==> src/rtl/prog_timer.sv <==
// Programmable timebase: prescaled counter with latched period, one-shot or
// periodic modes, a terminal-count tick, a done flag and a compare-based PWM.
module prog_timer #(
  parameter int WIDTH      = 8,
  parameter int PRESCALE_W = 4
) (
  input  logic                  clock_i,
  input  logic                  reset_i,
  input  logic                  enable_i,
  input  logic                  start_i,
  input  logic                  stop_i,
  input  logic                  oneshot_i,
  input  logic [WIDTH-1:0]      period_i,
  input  logic [PRESCALE_W-1:0] prescale_i,
  input  logic [WIDTH-1:0]      compare_i,
  output logic [WIDTH-1:0]      count_o,
  output logic                  tick_o,
  output logic                  busy_o,
  output logic                  done_o,
  output logic                  pwm_o
);

  typedef enum logic [1:0] {
    S_IDLE = 2'd0,
    S_RUN  = 2'd1,
    S_DONE = 2'd2
  } state_t;

  localparam logic [WIDTH-1:0]      CNT_ONE = WIDTH'(1);
  localparam logic [PRESCALE_W-1:0] PSC_ONE = PRESCALE_W'(1);

  state_t                  state_q;
  logic [WIDTH-1:0]        count_q;
  logic [WIDTH-1:0]        period_q;
  logic [PRESCALE_W-1:0]   psc_q;
  logic [PRESCALE_W-1:0]   prescale_q;
  logic                    mode_q;
  logic                    tick_q;
  logic                    step_d;
  logic                    terminal_d;

  always_comb begin
    step_d     = (state_q == S_RUN) && enable_i && (psc_q == prescale_q);
    terminal_d = (count_q == period_q);
  end

  // Priority per edge: reset, then stop, then start, then counting.
  always_ff @(posedge clock_i) begin
    if (reset_i) begin
      state_q    <= S_IDLE;
      count_q    <= '0;
      period_q   <= '0;
      psc_q      <= '0;
      prescale_q <= '0;
      mode_q     <= 1'b0;
      tick_q     <= 1'b0;
    end else begin
      tick_q <= 1'b0;
      if (stop_i) begin
        state_q <= S_IDLE;
      end else if (start_i) begin
        period_q   <= period_i;
        prescale_q <= prescale_i;
        mode_q     <= oneshot_i;
        count_q    <= '0;
        psc_q      <= '0;
        state_q    <= S_RUN;
      end else if (state_q == S_RUN && enable_i) begin
        if (step_d) begin
          psc_q <= '0;
          if (terminal_d) begin
            tick_q <= 1'b1;
            if (mode_q) begin
              state_q <= S_DONE;
            end else begin
              count_q <= '0;
            end
          end else begin
            count_q <= count_q + CNT_ONE;
          end
        end else begin
          psc_q <= psc_q + PSC_ONE;
        end
      end
    end
  end

  always_comb begin
    count_o = count_q;
    tick_o  = tick_q;
    busy_o  = (state_q == S_RUN);
    done_o  = (state_q == S_DONE);
    pwm_o   = (state_q == S_RUN) && (count_q < compare_i);
  end

endmodule

==> config.mk <==
export PLATFORM = sky130hd
export DESIGN_NAME = prog_timer
export DESIGN_NICKNAME = d
export VERILOG_FILES = /design/src/rtl/prog_timer.sv
export SDC_FILE = /design/constraint.sdc
export NUM_CORES = 1
export LEC_CHECK = 0
export ABC_AREA = 1
export CAP_MARGIN = 15
export CORE_MARGIN = 2
export CORE_UTILIZATION = 45
export DETAILED_ROUTE_END_ITERATION = 8
export GPL_TIMING_DRIVEN = 0
export PLACE_DENSITY = 0.73
export SYNTH_ARGS = -nofsm -noshare
export SYNTH_HDL_FRONTEND = slang
export SYNTH_SLANG_ARGS = --single-unit
==> constraint.sdc <==
create_clock -name clock_i -period 2.9 [get_ports clock_i]
set_input_delay 0.435 -clock clock_i [delete_from_list [all_inputs] [get_ports clock_i]]
set_output_delay 0.435 -clock clock_i [all_outputs]
set_load 0.02 [all_outputs]
==> results of run 1 <==
-- worst max-delay path by stage --
| stage | to | slack (ns) | cells after the start |
|---|---|---|---|
| 3_3_place_gp | pwm_o | 0.09 | 9 |
| 2_1_floorplan | pwm_o | 0.99 | 6 |
| 4_1_cts | pwm_o | 0.09 | 9 |
| 6_report | pwm_o | 0.10 | 9 |
| 5_1_grt | pwm_o | 0.003 | 9 |
| 3_5_place_dp | pwm_o | 0.09 | 9 |
-- Yosys cell counts --
cell,instances,area share [%]
ha_1,9,6.9
nand3_1,10,3.1
xnor2_1,5,2.7
buf_4,1,0.46
xor2_1,5,2.7
buf_1,1,0.23
a211o_1,1,0.54
dfxtp_1,28,34
inv_1,36,8.3
nor2_1,25,5.8
nand3_2,3,1.8
clkbuf_1,2,0.46
a21oi_4,1,1.0
nand4_1,4,1.5
inv_2,5,1.2
o21ai_2,1,0.54
nor2_2,5,1.9
nand2_4,1,0.69
o21ai_1,1,0.31
o21ai_0,15,4.6
nor3_1,2,0.61
a21oi_1,21,6.4
a31oi_1,1,0.38
nand2_1,59,14
-- power by group through the flow --
stage,Clock [mW],Sequential (mW),Combinational (mW)
after floorplan,0,0.433,0.105
after detailed placement,0,0.432,0.180
final,0.191,0.423,0.179
after global routing,0.207,0.427,0.204
after CTS,0.196,0.424,0.181
after global placement,0,0.431,0.176
-- registers in the layout, summed over array words and instances (netlist names) --
signal / cells
tick_o: 1
state_q: 2
prescale_q: 4
count_o: 8
period_q: 8
mode_q: 1
psc_q: 4
-- per-layer routing --
| layer | share of wire (%) | global-route usage [%] |
|---|---|---|
| met1 | 48 | 23.3 |
| met2 | 46 | 31.6 |
| met3 | 4.1 | 2.99 |
| met4 | 1.4 | 6.65 |
| met5 | 0 | 0 |
-- cells by family (layout without fill, tap and decap cells) --
logic type | Yosys count | count (layout) | synth area share (%)
AOI/OAI and AO/OA | 41 | 41 | 13.8
xor gates and xnor gates | 10 | 10 | 5.37
adders and majority gates | 9 | 9 | 6.90
buffers and inverters | 45 | 86 | 10.6
DFF | 28 | 28 | 34.4
and+or+nand+nor | 109 | 109 | 29.0
-- worst min-delay path, stage by stage (launching register included) --
cell,delay (ns)
dfxtp_1,0.34
inv_1,0.06
a21oi_1,0.05
-- area by class of cell --
class	count	share of cell area [%]
Multi-Input combinational cell	169	42.9
Sequential cell	28	26.7
Timing Repair Buffer	37	17.7
Inverter	41	7.34
Tap cell	46	2.75
Clock buffer	4	1.73
Buffer	4	0.896
-- through the flow --
step	utilization (%)	hold slack [ns]	instance area, sq um
final	61.4	0.481	2100
after global routing	61.4	0.520	2100
after CTS	61.4	0.482	2100
after detailed placement	60.3	0.462	2060
after global placement	60.3	0.455	2060
after floorplan	-	0.443	1630
==> reports/qor.yml, run 1 <==
worst_setup_path:
  cp.required_ns: 2.47
  cp_slowest_cell: "clkdlybuf4s50_1"
  r2r_slack_ns: 1.36
  critPathMaxFanout: 2
  r2r-end: "psc_q[0]$_SDFFE_PP0P_"
  rr_startpoint: "psc_q[0]$_SDFFE_PP0P_"
  critPathMaxStageDelay_ns: 0.62
  cp_data_arrival_time_ns: 2.36
  startpoint: "compare_i[3]"
  crit_type: "in2out"
  cp.buffers_inverters: 3
  worstSetupEndpointType: "output port"
  r2r_cells: 9
  path_cells: "clkdlybuf4s50_1 > inv_1 > ha_1 > a21oi_1 > o21ai_0 > nand3_1 > nand2_1 > a31oi_1 > clkdlybuf4s50_1"
  cpLargestDelayFamily: "buffers and inverters"
  start_kind: "input port"
  cpMostUsedCell: "clkdlybuf4s50_1"
final_layout:
  final_cell_mix: "59 x nand2_1, 37 x clkdlybuf4s50_1, 36 x inv_1, 28 x dfxtp_1, 25 x nor2_1"
  layout_commonest_cell: "nand2_1"
  multiInputGateArea_sq_um: 898
  drive_gt1_share_pct: 7.42
  antennaDiodeCount: 0
  final_nets: 319
  syn2layout_area_growth_pct: 28.5
  fill_cells: 351
  fin_cells: 329
  seqCellArea_sq_um: 561
sta:
  worst_pin_slew_ns: 0.489
  rsz0062_at_grt: "no"
  fin_crit_sh_pct: 96.4
  maxSlewViolCount: 0
  setup_viol: 0
  final.setup_skew_ns: 0.00911
  hold_viol_final: 0
  tns_ns: 0
  max_freq_mhz: 358
  slew_headroom_pct: 67.4
  period_needed_ns: 2.80
  final.setup.worst_slack_ns: 0.103
logic_synthesis:
  ys_seq_elements: 28
  synth_cells: 242
  yosysWarnings: 0
  syn_avg_cell_area_sq_um: 6.74
  synth-seq-area-share_pct: 34.4
  yosysUniqueCellTypes: 24
  synthesis.nets: 277
  synthesis.area_sq_um: 1630
clock_tree:
  cts_tree: "yes"
  clk_pin_slew_ns: 0.14
  h-tree-depth: 1
  cts.sinks: 28
  numCtsBuffers: 3
  insertion_delay_ns: 0.33
  postCtsSetupBuffers: 0
  holdBufCountCts: 0
  cts_resized: 0
  cts_buffer_depth: 2
  cts_root_buffer: "clkbuf_4"
route:
  drtIter0Drc: 54
  drcViolationCount: 0
  vias: 1543
  post_drt_wl_per_cell_um: 10.7
  dr.pass1.iters: 4
  avgViaCountPerCell: 4.69
  postRouteAntennaNets: 0
  totalWireLength_um: 3520
power:
  clockPowerShare_pct: 24.0
  peakVddDrop_v: 0.000234
  p_per_area_nw_per_um2: 379
  switching_share_pct: 28.6
  power_mw: 0.793
  power.share.sequential_pct: 53.4
  internal-power_mw: 0.567
  p_switching_mw: 0.227
  power.leakage_nw: 0.954
  combPwrFrac_pct: 22.6
place:
  dp_hpwl_um: 2790
  placed_cells: 325
  gp_congestion: 0.818
  portBuffers: 37
  post-place-ws_ns: 0.0915
worst_hold_path:
  worstHoldPathType: "reg2reg"
  min-delay-start: "period_q[5]$_SDFFE_PP0P_"
  whs_path_depth: 2
  hold_end: "period_q[5]$_SDFFE_PP0P_"
global_route:
  grt_max_degree: 16
  grt_pass1_wl_um: 6080
  grt_pass1_vias: 1477
  overflow: 0
  antenna_found_initial: 0
  gr-usage-all-layers_pct: 18.5
die:
  rows: 21
  chipWidth_um: 64.2
  die_h_um: 64.2
  initial_core_util_pct: 47.8
  dieArea_sq_um: 4120
  core_area_sq_um: 3420
  io_pins: 38
outcome:
  outcome: "complete, no violations"
job:
  cap_violations: 0
Note: power is estimated with default switching activity, not from simulation.
==> inputs of run 2 (changes only) <==
Settings changed: SLEW_MARGIN from default to 20.
==> results of run 2 <==
No change in the layout: final DEF, timing and power equal those of run 1.
